### config.mk
export PLATFORM = sky130hd
export DESIGN_NAME = multi_alarm_sched_flat
export DESIGN_NICKNAME = d
export VERILOG_FILES = /design/src/rtl/multi_alarm_sched_pkg.sv /design/src/rtl/multi_alarm_sched_if.sv /design/src/rtl/multi_alarm_sched_time_add_min.sv /design/src/rtl/multi_alarm_sched.sv /design/src/flat_wrapper.sv
export SDC_FILE = /design/constraint.sdc
export NUM_CORES = 1
export LEC_CHECK = 0
export BUFFER_PORTS_ARGS = -buffer_cell sky130_fd_sc_hd__clkbuf_2
export CAP_MARGIN = 20
export CORE_ASPECT_RATIO = 1.1
export CORE_MARGIN = 8
export CORE_UTILIZATION = 56
export CTS_BUF_LIST = sky130_fd_sc_hd__clkbuf_4
export CTS_CLUSTER_DIAMETER = 120
export DETAILED_ROUTE_END_ITERATION = 7
export GPL_ROUTABILITY_DRIVEN = 1
export PLACE_DENSITY = 0.77
export SLEW_MARGIN = 20
export SYNTH_ARGS = -nofsm -noshare
export SYNTH_HDL_FRONTEND = slang
export SYNTH_HIERARCHICAL = 1
export SYNTH_SLANG_ARGS = --single-unit
### constraint.sdc
create_clock -name i_clk -period 14.13 [get_ports i_clk]
set_input_delay 1.413 -clock i_clk [delete_from_list [all_inputs] [get_ports i_clk]]
set_output_delay 1.413 -clock i_clk [all_outputs]
set_load 0.03 [all_outputs]
### src/rtl/multi_alarm_sched_pkg.sv
// Shared types and constants for the multi-alarm scheduler.
// Time is packed {H[16:12], M[11:6], S[5:0]}. The hms_t struct gives named slices of that packing.
package multi_alarm_sched_pkg;

    localparam int unsigned TIME_W        = 17;
    localparam int unsigned H_W           = 5;
    localparam int unsigned M_W           = 6;
    localparam int unsigned S_W           = 6;
    localparam int unsigned MIN_PER_HOUR  = 60;
    localparam int unsigned HOURS_PER_DAY = 24;

    // Field view of a packed time word: h = [16:12], m = [11:6], s = [5:0].
    typedef struct packed {
        logic [H_W-1:0] h;
        logic [M_W-1:0] m;
        logic [S_W-1:0] s;
    } hms_t;

    // Scheduler FSM states.
    typedef enum logic {
        ST_IDLE = 1'b0,
        ST_RING = 1'b1
    } state_e;

endpackage

### src/rtl/multi_alarm_sched_if.sv
// Bus between the time calculator / key controller and the alarm scheduler.
// The i_* signals are scheduler inputs and the o_* signals are scheduler outputs.
// The slave modport is the scheduler side. The master modport is the driving side.
interface multi_alarm_sched_if
    import multi_alarm_sched_pkg::*;
#(
    parameter int unsigned NUM_ALARMS = 4,
    parameter int unsigned IDX_W      = 2
);
    logic                  i_tick_1hz;
    logic [TIME_W-1:0]     i_cur_time;
    logic                  i_wr_en;
    logic [IDX_W-1:0]      i_wr_idx;
    logic [TIME_W-1:0]     i_wr_time;
    logic                  i_wr_alm_en;
    logic                  i_dismiss;
    logic                  i_snooze;
    logic                  o_ringing;
    logic [IDX_W-1:0]      o_ring_idx;
    logic [NUM_ALARMS-1:0] o_en_mask;
    logic [NUM_ALARMS-1:0] o_snooze_mask;
    logic                  o_missed;

    modport master (
        output i_tick_1hz, i_cur_time, i_wr_en, i_wr_idx, i_wr_time, i_wr_alm_en,
               i_dismiss, i_snooze,
        input  o_ringing, o_ring_idx, o_en_mask, o_snooze_mask, o_missed
    );

    modport slave (
        input  i_tick_1hz, i_cur_time, i_wr_en, i_wr_idx, i_wr_time, i_wr_alm_en,
               i_dismiss, i_snooze,
        output o_ringing, o_ring_idx, o_en_mask, o_snooze_mask, o_missed
    );
endinterface

### src/rtl/multi_alarm_sched_time_add_min.sv
// Combinational adder that adds a minute count to a packed time word.
// Seconds are unchanged. Minutes wrap at 60 and carry into the hour. The hour wraps 24 -> 0.
// The minute addend must be 0..59, so a single minute wrap is enough.
// Ports:
//   i_time    packed time word
//   i_min     minutes to add (0..59)
//   o_time_c  resulting packed time word
module time_add_min
    import multi_alarm_sched_pkg::*;
(
    input  logic [TIME_W-1:0] i_time,
    input  logic [M_W-1:0]    i_min,
    output logic [TIME_W-1:0] o_time_c
);
    hms_t           w_in;
    hms_t           w_out;
    logic [M_W:0]   w_min_sum;
    logic [H_W:0]   w_hr_sum;
    logic           w_carry;

    always_comb begin
        w_in      = hms_t'(i_time);
        w_out     = w_in;
        w_min_sum = {1'b0, w_in.m} + {1'b0, i_min};
        w_carry   = (w_min_sum >= (M_W+1)'(MIN_PER_HOUR));
        if (w_carry) begin
            w_min_sum = w_min_sum - (M_W+1)'(MIN_PER_HOUR);
        end
        w_hr_sum  = {1'b0, w_in.h} + (H_W+1)'(w_carry);
        if (w_hr_sum == (H_W+1)'(HOURS_PER_DAY)) begin
            w_hr_sum = '0;
        end
        w_out.m   = w_min_sum[M_W-1:0];
        w_out.h   = w_hr_sum[H_W-1:0];
        o_time_c  = w_out;
    end
endmodule

### src/rtl/multi_alarm_sched.sv
// Multi-channel alarm scheduler.
// On each 1 Hz tick it matches every channel's alarm time and snooze time against the current time.
// A match marks the channel pending. Pending channels ring one at a time, lowest index first.
// It also handles snooze with a per-ring limit, auto-timeout with a sticky MISSED flag, and config writes.
// Ports:
//   i_clk, i_rst   clock and asynchronous active-high reset
//   bus (slave)    time/tick, config write, keys in; ringing, ring index, masks, missed out
module multi_alarm_sched
    import multi_alarm_sched_pkg::*;
#(
    parameter int unsigned NUM_ALARMS     = 4,
    parameter int unsigned IDX_W          = 2,
    parameter int unsigned SNOOZE_MIN     = 5,
    parameter int unsigned MAX_SNOOZE     = 3,
    parameter int unsigned RING_TIMEOUT_S = 60
)(
    input  logic                  i_clk,
    input  logic                  i_rst,
    multi_alarm_sched_if.slave    bus
);
    localparam int unsigned CNT_W = (MAX_SNOOZE < 3)     ? 2 : $clog2(MAX_SNOOZE + 1);
    localparam int unsigned TMO_W = (RING_TIMEOUT_S < 2) ? 1 : $clog2(RING_TIMEOUT_S);

    // Per-channel state
    logic [TIME_W-1:0]     r_alm_time [NUM_ALARMS];
    logic [TIME_W-1:0]     r_snz_time [NUM_ALARMS];
    logic [CNT_W-1:0]      r_snz_cnt  [NUM_ALARMS];
    logic [NUM_ALARMS-1:0] r_en;
    logic [NUM_ALARMS-1:0] r_snz_pend;
    logic [NUM_ALARMS-1:0] r_pend;

    // Ring FSM
    state_e                r_state;
    logic [IDX_W-1:0]      r_ring_idx;
    logic [TMO_W-1:0]      r_tmo_cnt;
    logic                  r_missed;

    logic [NUM_ALARMS-1:0] w_main_hit;
    logic [NUM_ALARMS-1:0] w_snz_hit;
    logic [NUM_ALARMS-1:0] w_fire;
    logic [NUM_ALARMS-1:0] w_cand;
    logic [NUM_ALARMS-1:0] w_pend_nxt;
    logic [IDX_W-1:0]      w_sel_idx;
    logic [TIME_W-1:0]     w_snz_sum;
    logic [CNT_W-1:0]      w_ring_cnt;
    logic                  w_ring;
    logic                  w_wr_ok;
    logic                  w_wr_kill_ring;
    logic                  w_key;
    logic                  w_do_snooze;
    logic                  w_timeout;

    // Lowest set bit of v. Returns 0 when v is empty, so callers qualify the result with |v.
    function automatic logic [IDX_W-1:0] lowest_idx(input logic [NUM_ALARMS-1:0] v);
        lowest_idx = '0;
        for (int i = NUM_ALARMS - 1; i >= 0; i--) begin
            if (v[i]) lowest_idx = IDX_W'(i);
        end
    endfunction

    time_add_min u_snz_add (
        .i_time   (bus.i_cur_time),
        .i_min    (M_W'(SNOOZE_MIN)),
        .o_time_c (w_snz_sum)
    );

    // Trigger matching, candidate selection and key/timeout decode
    always_comb begin
        w_main_hit = '0;
        w_snz_hit  = '0;
        w_fire     = '0;
        w_ring     = (r_state == ST_RING);
        for (int i = 0; i < NUM_ALARMS; i++) begin
            w_main_hit[i] = bus.i_tick_1hz && r_en[i] && (bus.i_cur_time == r_alm_time[i]);
            w_snz_hit[i]  = bus.i_tick_1hz && r_en[i] && r_snz_pend[i]
                            && (bus.i_cur_time == r_snz_time[i]);
            // The channel currently sounding must not queue itself again.
            w_fire[i]     = (w_main_hit[i] || w_snz_hit[i])
                            && !(w_ring && (r_ring_idx == IDX_W'(i)));
        end
        w_cand     = r_pend | w_fire;
        w_sel_idx  = lowest_idx(w_cand);
        w_pend_nxt = w_cand;
        if (!w_ring && (|w_cand)) begin
            w_pend_nxt = w_cand & ~(NUM_ALARMS'(1) << w_sel_idx);
        end
        w_ring_cnt     = r_snz_cnt[r_ring_idx];
        w_wr_ok        = bus.i_wr_en && (32'(bus.i_wr_idx) < NUM_ALARMS);
        w_wr_kill_ring = w_wr_ok && !bus.i_wr_alm_en && w_ring && (bus.i_wr_idx == r_ring_idx);
        w_key          = bus.i_dismiss || bus.i_snooze;
        w_do_snooze    = bus.i_snooze && !bus.i_dismiss && (w_ring_cnt < CNT_W'(MAX_SNOOZE));
        w_timeout      = bus.i_tick_1hz && (r_tmo_cnt == TMO_W'(RING_TIMEOUT_S - 1));
    end

    // State update. Later assignments win: triggers, then ring FSM, then config write.
    always_ff @(posedge i_clk or posedge i_rst) begin
        if (i_rst) begin
            for (int i = 0; i < NUM_ALARMS; i++) begin
                r_alm_time[i] <= '0;
                r_snz_time[i] <= '0;
                r_snz_cnt[i]  <= '0;
            end
            r_en       <= '0;
            r_snz_pend <= '0;
            r_pend     <= '0;
            r_state    <= ST_IDLE;
            r_ring_idx <= '0;
            r_tmo_cnt  <= '0;
            r_missed   <= 1'b0;
        end else begin
            for (int i = 0; i < NUM_ALARMS; i++) begin
                if (w_fire[i] && w_main_hit[i]) r_snz_cnt[i]  <= '0;
                if (w_fire[i] && w_snz_hit[i])  r_snz_pend[i] <= 1'b0;
            end
            r_pend <= w_pend_nxt;

            case (r_state)
                ST_IDLE: begin
                    if (|w_cand) begin
                        r_state    <= ST_RING;
                        r_ring_idx <= w_sel_idx;
                        r_tmo_cnt  <= '0;
                    end
                end
                ST_RING: begin
                    if (w_key) begin
                        r_missed <= 1'b0;
                        r_state  <= ST_IDLE;
                        if (w_do_snooze) begin
                            r_snz_time[r_ring_idx] <= w_snz_sum;
                            r_snz_pend[r_ring_idx] <= 1'b1;
                            r_snz_cnt[r_ring_idx]  <= w_ring_cnt + CNT_W'(1);
                        end else begin
                            r_snz_pend[r_ring_idx] <= 1'b0;
                            r_snz_cnt[r_ring_idx]  <= '0;
                        end
                    end else if (w_wr_kill_ring) begin
                        r_state <= ST_IDLE;
                    end else if (w_timeout) begin
                        r_missed               <= 1'b1;
                        r_state                <= ST_IDLE;
                        r_snz_pend[r_ring_idx] <= 1'b0;
                        r_snz_cnt[r_ring_idx]  <= '0;
                    end else if (bus.i_tick_1hz) begin
                        r_tmo_cnt <= r_tmo_cnt + TMO_W'(1);
                    end
                end
                default: r_state <= ST_IDLE;
            endcase

            if (w_wr_ok) begin
                r_alm_time[bus.i_wr_idx] <= bus.i_wr_time;
                r_en[bus.i_wr_idx]       <= bus.i_wr_alm_en;
                r_snz_pend[bus.i_wr_idx] <= 1'b0;
                r_snz_cnt[bus.i_wr_idx]  <= '0;
            end
        end
    end

    assign bus.o_ringing     = (r_state == ST_RING);
    assign bus.o_ring_idx    = r_ring_idx;
    assign bus.o_en_mask     = r_en;
    assign bus.o_snooze_mask = r_snz_pend;
    assign bus.o_missed      = r_missed;

endmodule

### src/flat_wrapper.sv
// flat-port wrapper written by rule: the top's interface ports become plain ports
module multi_alarm_sched_flat import multi_alarm_sched_pkg::*;
#(
    parameter int unsigned NUM_ALARMS     = 4,
    parameter int unsigned IDX_W          = 2,
    parameter int unsigned SNOOZE_MIN     = 5,
    parameter int unsigned MAX_SNOOZE     = 3,
    parameter int unsigned RING_TIMEOUT_S = 60
)
  (i_clk, i_rst, bus_i_tick_1hz, bus_i_cur_time, bus_i_wr_en, bus_i_wr_idx, bus_i_wr_time, bus_i_wr_alm_en, bus_i_dismiss, bus_i_snooze, bus_o_ringing, bus_o_ring_idx, bus_o_en_mask, bus_o_snooze_mask, bus_o_missed);
  multi_alarm_sched_if #(.NUM_ALARMS(NUM_ALARMS), .IDX_W(IDX_W)) bus_i ();
  input  logic i_clk;
  input  logic i_rst;
  input wire logic [$bits(bus_i.i_tick_1hz)-1:0] bus_i_tick_1hz;
  input wire logic [$bits(bus_i.i_cur_time)-1:0] bus_i_cur_time;
  input wire logic [$bits(bus_i.i_wr_en)-1:0] bus_i_wr_en;
  input wire logic [$bits(bus_i.i_wr_idx)-1:0] bus_i_wr_idx;
  input wire logic [$bits(bus_i.i_wr_time)-1:0] bus_i_wr_time;
  input wire logic [$bits(bus_i.i_wr_alm_en)-1:0] bus_i_wr_alm_en;
  input wire logic [$bits(bus_i.i_dismiss)-1:0] bus_i_dismiss;
  input wire logic [$bits(bus_i.i_snooze)-1:0] bus_i_snooze;
  output wire logic [$bits(bus_i.o_ringing)-1:0] bus_o_ringing;
  output wire logic [$bits(bus_i.o_ring_idx)-1:0] bus_o_ring_idx;
  output wire logic [$bits(bus_i.o_en_mask)-1:0] bus_o_en_mask;
  output wire logic [$bits(bus_i.o_snooze_mask)-1:0] bus_o_snooze_mask;
  output wire logic [$bits(bus_i.o_missed)-1:0] bus_o_missed;
  assign bus_i.i_tick_1hz = bus_i_tick_1hz;
  assign bus_i.i_cur_time = bus_i_cur_time;
  assign bus_i.i_wr_en = bus_i_wr_en;
  assign bus_i.i_wr_idx = bus_i_wr_idx;
  assign bus_i.i_wr_time = bus_i_wr_time;
  assign bus_i.i_wr_alm_en = bus_i_wr_alm_en;
  assign bus_i.i_dismiss = bus_i_dismiss;
  assign bus_i.i_snooze = bus_i_snooze;
  assign bus_o_ringing = bus_i.o_ringing;
  assign bus_o_ring_idx = bus_i.o_ring_idx;
  assign bus_o_en_mask = bus_i.o_en_mask;
  assign bus_o_snooze_mask = bus_i.o_snooze_mask;
  assign bus_o_missed = bus_i.o_missed;
  multi_alarm_sched #(.NUM_ALARMS(NUM_ALARMS), .IDX_W(IDX_W), .SNOOZE_MIN(SNOOZE_MIN), .MAX_SNOOZE(MAX_SNOOZE), .RING_TIMEOUT_S(RING_TIMEOUT_S)) u_core (.i_clk(i_clk), .i_rst(i_rst), .bus(bus_i));
endmodule
# Word-level counts from Yosys, hierarchy flattened
# Cells that the tools add are included.
# totals
regBits,166
input_bits,43
out_inout_bits,12
# classes
n_addsub,5
magnitude_cmp,10
eq_ne,20
n_shift,1
mux,60
bitwise,15
n_reduce_logical,62
# op_table
cell,n
$bwmux 68,2
$eq 17x17->1,8
$demux 17 s2,2
$mux 8,6
$logic_and 1x1->1,43
$mux 6,6
$mux 17,2
$mux 4,7
$mux 2,12
$and 8x8->8,2
$not 8->8,2
$mux 1,13
$and 4x4->4,3
$not 4->4,3
$pmux 6 s2,1
$ne 2x2->1 const B,5
$bwmux 8,1
$demux 2 s2,2
$or 4x4->4,2
$add 6x3->7 const B,1
$ge 7x6->1 const B,1
$logic_not 1->1,7
$add 5x1->6,1
$add 6x1->6 const B,1
28 further kinds,40

# Longest topological paths before layout
# Gate-level depths: netlist (run 1).
# depth
ltp_word,14
ltp_mapped,16
depth_no_buf,16

# By module
# The synthesis (run 1) kept the hierarchy.
# by_module_without_submodules
module,instances,cells_per_inst,area_each_um2,seq_area_each_um2
multi_alarm_sched,1,728,8308.0,4154.0
time_add_min,1,93,670.6,0.0

# Worst setup path after synthesis (run 1)
# Ideal clock, no wire load.
# synth_path
path_kind,input-to-reg
from,in bus_i_cur_time[7]
to,reg u_core/r_snz_time[16] (netlist bit)
arrival_ns,4.184
t_required_ns,14.005
setup_slack_ns,9.821
stages,15
n_path_buf,0
path_cell_list,ha_1 -> a211oi_2 -> o21ba_1 -> nor2_1 -> ha_1 -> nand2_1 -> o22ai_1 -> a31oi_1 -> inv_1 -> ha_1 -> or2_1 -> a211oi_1 -> a21oi_1 -> o311a_1 -> mux2_2
# synth_via
elab_chain_cells,6
# synth_rtl
item,line_no,text
"start, declared",flat_wrapper.sv:15,input wire logic [$bits(bus_i.i_cur_time)-1:0] bus_i_cur_time;
$add 6x3->7 *,multi_alarm_sched_time_add_min.sv:24,"w_min_sum = {1'b0, w_in.m} + {1'b0, i_min};"
$ge 7x6->1 *,multi_alarm_sched_time_add_min.sv:25,w_carry = (w_min_sum >= (M_W+1)'(MIN_PER_HOUR));
$add 5x1->6 *,multi_alarm_sched_time_add_min.sv:29,"w_hr_sum = {1'b0, w_in.h} + (H_W+1)'(w_carry);"
$eq 6x5->1,multi_alarm_sched_time_add_min.sv:30,if (w_hr_sum == (H_W+1)'(HOURS_PER_DAY)) begin
$mux 5 *,multi_alarm_sched_time_add_min.sv:30,
named net u_core.w_snz_sum[16],multi_alarm_sched.sv:44,logic [TIME_W-1:0] w_snz_sum;
$bwmux 68 *,multi_alarm_sched.sv:130,r_snz_time[r_ring_idx] <= w_snz_sum;
"end signal, assigned by index",multi_alarm_sched.sv:130,
"end, declared",multi_alarm_sched.sv:26,logic [TIME_W-1:0] r_snz_time [NUM_ALARMS];
# The timed path passes the listed nets; every way through them passes the cells marked *.
# A chain may end at the register's enable or synchronous reset.

# Worst setup path in the final report (run 1)
# layout_path
from,in bus_i_cur_time[6]
to,reg u_core/r_snz_time[67] (netlist bit)
# Same word-level chain as after synthesis.

==> reports/metrics.yaml, run 1 <==
floorplan:
  die_w_um: 136.7
  chipHeight_um: 148.8
  coreArea_um2: 15680
  num_rows: 48
  dieArea_um2: 20350
  pin_count: 55
  start_util_pct: 57.28
global_route:
  met2_usage_pct: 34.33
  grtUsageMet3_pct: 4.245
  grtUsageMet1_pct: 28.80
  track_usage_pct: 21.63
  grt_busiest_layer: "met2"
  grt_pass1_vias: 6282
  grt_max_degree: 93
  gr-total-overflow: 0
  grt_first_pass_wirelength_um: 33840
  antenna_found_initial: 1
worst_setup_path:
  r2r_start: "u_core/bus.o_ring_idx[0]$_DFFE_PP0P_"
  cp-end-kind: "flop"
  r2r_cells: 6
  worstSetupPathType: "in2reg"
  critPathRequiredTime_ns: 14.59
  reg2reg_to: "u_core/r_snz_time[61]$_DFFE_PP0P_"
  ff2ff_setup_slack_ns: 11.23
  cp_max_fo: 9
  arrival_ns: 4.89
  crit_path_start_kind: "input pin"
placement:
  dp_hpwl_um: 15100
  dpl_cell_area_um2: 9265
  dp.cells: 1040
  io_buffers: 54
  place_congestion: 0.8877
sta:
  max_freq_mhz: 226.0
  rsz0062_at_grt: "no"
  setup_viol: 0
  fin_hold_ws_ns: 0.5114
  drv_slew: 0
  tns_ns: 0
  period_needed_ns: 4.424
  fin_crit_sh_pct: 31.31
  hold_viol_final: 0
  skew_ns: 0.02471
  max_slew_margin_pct: 36.29
  worst_pin_slew_ns: 0.9556
outcome:
  status: "finished, final reports clean"
hold_path:
  hold_depth: 2
  min_from: "u_core/r_alm_time[24]$_DFFE_PP0P_"
  hp-class: "reg2reg"
  whs_endpoint: "u_core/r_alm_time[24]$_DFFE_PP0P_"
clocking:
  cts_sinks: 166
  hold_buffers: 0
  clockBufferDepth: 2
  cts_setup_buffers: 0
  post_cts_resized: 0
  numCtsBuffers: 17
  path_clk_slew_ns: 0.13
  clk_latency_ns: 0.58
  cts-root-buf: "clkbuf_4"
  htree_levels: 4
  cts_tree: "done"
pwr:
  powerDensity_nw_per_um2: 109.1
  vdd_ir_drop_max_uv: 67.72
  leakagePower_nw: 4.507
logic_synthesis:
  synth_top_area_share_pct: 46.27
  synth.distinct_cells: 72
  synth_edf_count: 0
  yosysSeqAreaShare_pct: 46.27
  ys_ff_latch: 166
  syn-cell-area_um2: 8979
  async_flop_share_pct: 100.0
  synth_ff_type: "dfrtp_1"
  ys_warn_count: 6
  yosysTopAreaCell: "dfrtp_1"
  syn-instance-count: 821
  avgSynthCellArea_um2: 10.94
  synth.top_cells.by_area: "dfrtp_1 (46%), mux2_2 (13%), xor2_1 (8.4%)"
layout:
  drive_gt1_share_pct: 24.89
  finalNonFillerCells: 1073
  final_area_um2: 9562
  fin_nets: 914
  area_delta_synth_final_pct: 6.494
route:
  drt-initial-drc-count: 424
  drc_errors: 0
  wirelength_um: 21030
  drt_pass1_iterations: 5
  vias_per_cell: 5.749
  ant_nets: 0
  wl_per_cell_um: 19.60
  via_count: 6169
job:
  drv_cap: 0
[cell usage after synthesis, types with 4 or more instances]
library cell and instances:
xnor2_1 63, nand3b_1 7, buf_6 4, clkbuf_1 15
xor2_1 86, o21ai_1 4, inv_1 14, and3_1 6
dfrtp_1 166, nand3_1 9, a21oi_1 15, nor3_1 8
nand4_1 18, a31oi_1 7, nor4_1 19, buf_2 6
a32oi_1 4, nand2_1 130, a22oi_1 5, nor2_1 31
ha_1 11, mux2_2 105, buf_4 18
[cells by family after synthesis]
kind of cell               count (synthesis)  share of synthesized area [%]
AOI/OAI and AO/OA                         58                          4.724
xor gates and xnor gates                 150                          14.72
adders and majority gates                 12                          1.756
buffers and inverters                     60                          4.013
DFF                                      166                          46.27
muxes                                    107                          13.67
other                                      2                        0.08364
and+or+nand+nor                          266                          14.77
[flip-flops by register name, indices dropped and copies added (netlist names)]
signal                    cells
u_core/r_pend                 4
u_core/r_alm_time            68
u_core/bus.o_ringing          1
u_core/r_snz_cnt              8
u_core/bus.o_snooze_mask      4
u_core/r_tmo_cnt              6
u_core/bus.o_en_mask          4
u_core/r_snz_time            68
u_core/bus.o_ring_idx         2
u_core/bus.o_missed           1
[worst max-delay path by stage]
stage / endpoint / slack, ns / from / cells after the start
floorplan: u_core/bus.o_en_mask[0]$_DFFE_PP0P_ / 8.23 / i_rst / 1
global placement: u_core/r_snz_time[33]$_DFFE_PP0P_ / 9.30 / bus_i_cur_time[6] / 16
detailed placement: u_core/r_snz_time[16]$_DFFE_PP0P_ / 9.15 / bus_i_cur_time[6] / 15
CTS: u_core/r_snz_time[16]$_DFFE_PP0P_ / 9.76 / bus_i_cur_time[6] / 15
global route: u_core/r_snz_time[50]$_DFFE_PP0P_ / 9.42 / bus_i_cur_time[7] / 16
finish: u_core/r_snz_time[67]$_DFFE_PP0P_ / 9.71 / bus_i_cur_time[6] / 15
[metrics by stage]
step                setup slack (ns)  utilization [%]  total power, mW
floorplan                      8.227                -           0.7091
global placement               9.295            59.11           0.7562
detailed placement             9.149            59.11           0.7631
CTS                            9.760            60.98            1.049
global route                   9.418            61.00            1.094
finish                         9.706            61.00            1.043
[critical path, cell delays in order]
cell and delay [ns]:
clkbuf_2 0.27, ha_1 0.24, inv_1 0.06, fa_1 0.39, xnor2_1 0.38, ha_1 0.26, nand2_1 0.08, o22ai_1 0.22
a31oi_1 0.16, inv_1 0.14, ha_1 0.31, a211oi_1 0.27, a21oi_1 0.07, o311a_1 0.35, mux2_2 0.28
[where the power goes]
group / internal (mW) / switching (mW) / total (mW)
Clock: 0.123 / 0.165 / 0.288
Combinational: 0.0877 / 0.112 / 0.199
Sequential: 0.522 / 0.0344 / 0.556
[layout make-up]
class / count / area (um^2)
clock inverters: 14 / 157.7
flip-flops and latches: 166 / 4154
clock buffers: 18 / 135.1
diodes: 1 / 2.502
well taps: 200 / 250.2
fillers: 1297 / 6113
inverters: 14 / 57.56
repair buffers: 60 / 315.3
multi-input cells: 600 / 4489
[layout by cell type, fill, tap and decap left out, types with 4 or more instances in the layout]
master / instances
a31oi_1: 7
xor2_1: 86
nor3_1: 8
dfrtp_1: 166
nor4_1: 19
nor2_1: 31
nand3b_1: 7
inv_1: 13
mux2_2: 105
nand4_1: 18
buf_4: 6
a32oi_1: 4
nand2_1: 130
conb_1: 7
clkbuf_4: 18
a22oi_1: 5
xnor2_1: 63
nand3_1: 9
and3_1: 5
a21oi_1: 15
clkbuf_2: 54
ha_1: 11
o21ai_1: 4
[layer usage]
metal  wire [um]  vias up
met5           0        -
met4         491        0
met3        1161       33
met2       10020      187
met1        9352     3063
li1            -     2886
Note: power is estimated with default switching activity, not from simulation.
==> inputs of run 2 (changes only) <==
==> constraint.sdc (replaced) <==
create_clock -name i_clk -period 4.6 [get_ports i_clk]
set_input_delay 0.46 -clock i_clk [delete_from_list [all_inputs] [get_ports i_clk]]
set_output_delay 0.46 -clock i_clk [all_outputs]
set_load 0.03 [all_outputs]
==> run 2 against run 1 <==
Net effect: global-route usage barely moved; sequential share of layout area fell by 0.10 points; clock skew rose by 0.0049 ns; final cell count barely moved; largest cell class unchanged; worst setup slack got worse by 8.7 ns; count of clock-buffer cells in the layout fell by 1; critical path type unchanged; largest power group unchanged; total power rose to 3.1 times the previous value.
==> reports/metrics.yaml, run 2 (synthesized netlist as in run 1, its figures left out) <==
route:
  drt-initial-drc-count: 416
  via_count: 6250
  wl_per_cell_um: 19.60
  ant_nets: 0
  drc_errors: 0
  wirelength_um: 21050
  vias_per_cell: 5.819
  drt_pass1_iterations: 5
sta:
  skew_ns: 0.02964
  drv_slew: 0
  worst_pin_slew_ns: 1.009
  period_needed_ns: 3.559
  fin_ws_ns: 1.041
  fin_crit_sh_pct: 77.38
  max_slew_margin_pct: 32.74
  setup_viol: 0
  max_freq_mhz: 280.9
  rsz0062_at_grt: "no"
  hold_viol_final: 0
  tns_ns: 0
floorplan:
  pin_count: 55
  coreArea_um2: 15680
  start_util_pct: 57.28
  num_rows: 48
  dieArea_um2: 20350
  die_w_um: 136.7
  chipHeight_um: 148.8
layout:
  area_delta_synth_final_pct: 6.745
  final_common_cell: "dfrtp_1"
  final_area_um2: 9584
  utilization_pct: 61.14
  final_cell_mix: "dfrtp_1 (166), nand2_1 (130), mux2_2 (105)"
  fin_nets: 915
  drive_gt1_share_pct: 25.20
  top_regs: "u_core/r_alm_time: 68 flops, u_core/r_snz_time: 68 flops, u_core/r_snz_cnt: 8 flops"
clocking:
  numCtsBuffers: 17
  cts-root-buf: "clkbuf_4"
  cts_tree: "done"
  path_clk_slew_ns: 0.14
  post_cts_resized: 0
  clk_latency_ns: 0.58
  cts_setup_buffers: 0
  cts_sinks: 166
  clockBufferDepth: 2
  hold_buffers: 0
  htree_levels: 4
placement:
  dpl_cell_area_um2: 9284
  io_buffers: 54
  dp_hpwl_um: 15030
  place_congestion: 0.9151
  post-place-ws_ns: 0.5235
global_route:
  grt_max_degree: 167
  antenna_found_initial: 1
  grt_pass1_vias: 6266
  gr-total-overflow: 0
  track_usage_pct: 21.63
  grt_first_pass_wirelength_um: 33780
worst_setup_path:
  slowest_stage: "fa_1"
  crit_path_start_kind: "input pin"
  r2r_start: "u_core/bus.o_ring_idx[0]$_DFFE_PP0P_"
  crit_chain: "clkbuf_2 > ha_1 > inv_1 > fa_1 > xnor2_1 > ha_1 > nand2_1 > o22ai_1 > a31oi_1 > inv_1 > ha_1 > or2_1 > a211oi_1 > a21oi_1 > o311a_1 > mux2_2"
  reg2reg_to: "u_core/r_snz_time[51]$_DFFE_PP0P_"
  cp-end-kind: "flop"
  r2r_cells: 6
  crit_top_cell: "ha_1"
  worstSetupPathType: "in2reg"
  cpPeakStageDelay_ns: 0.41
  critPathRequiredTime_ns: 5.07
  arrival_ns: 4.03
  cp_max_fo: 9
  ff2ff_setup_slack_ns: 1.65
pwr:
  vdd_ir_drop_max_uv: 193.4
  leakagePower_nw: 4.507
  powerDensity_nw_per_um2: 335.2
  power_mw: 3.213
outcome:
  status: "finished, final reports clean"
hold_path:
  hp-class: "in2async"
job:
  drv_cap: 0
## run 2: cell types whose count changed in the layout (fill, tap and decap cells not counted), sizes merged
cell / previous run / this run
clkbuf: 72 / 71
inv: 15 / 18
clkinvlp: 2 / 5
clkinv: 8 / 4
bufinv: 3 / 2
buf: 6 / 7
## run 2: final cells by class
class,count,area (um^2)
well taps,200,250.2
diodes,1,2.502
flip-flops and latches,166,4154
clock buffers,17,127.6
fillers,1287,6091
repair buffers,61,335.3
inverters,14,56.30
multi-input cells,600,4488
clock inverters,15,170.2
## run 2: how the worst max path moves through the flow
stage	depth (start not counted)	end	start
6_report	16	u_core/r_snz_time[67]$_DFFE_PP0P_	bus_i_cur_time[6]
5_1_grt	16	u_core/r_snz_time[16]$_DFFE_PP0P_	bus_i_cur_time[7]
4_1_cts	16	u_core/r_snz_time[67]$_DFFE_PP0P_	bus_i_cur_time[6]
3_5_place_dp	16	u_core/r_snz_time[67]$_DFFE_PP0P_	bus_i_cur_time[6]
3_3_place_gp	16	u_core/r_snz_time[33]$_DFFE_PP0P_	bus_i_cur_time[6]
2_1_floorplan	15	u_core/r_snz_time[16]$_DFFE_PP0P_	bus_i_cur_time[7]
## run 2: worst max-delay path: cells and delay by family
kind                     cells  cell delay (ns)
XOR/XNOR                     1             0.23
adder cells (fa/ha/maj)      4             1.15
multiplexers                 1             0.28
AND/OR/NAND/NOR              2             0.31
AO/OA/AOI/OAI                5             1.15
buffers and inverters        3             0.44
## run 2: layer usage
metal / up-vias / wire length, um / part of all wire (%) / GRT usage (%)
li1: 2882 / - / - / -
met1: 3158 / 9264 / 44 / 28.21
met2: 184 / 10090 / 48 / 34.58
met3: 26 / 1286 / 6.1 / 4.852
met4: 0 / 408 / 1.9 / 7.861
met5: - / 0 / 0 / 0
## run 2: stage by stage
stage / hold WS [ns] / cells
final: 0.04398 / 1074
after global placement: 0.4791 / 1041
after global routing: 0.06082 / 1074
after detailed placement: 0.4849 / 1041
after CTS: 0.05889 / 1073
after floorplan: 0.4652 / 826
## run 2: where the power goes
| group | internal (mW) | leakage [nW] | switching [mW] |
|---|---|---|---|
| combinational | 0.271 | 2.20 | 0.344 |
| clock | 0.335 | 0.149 | 0.554 |
| sequential | 1.60 | 2.15 | 0.107 |
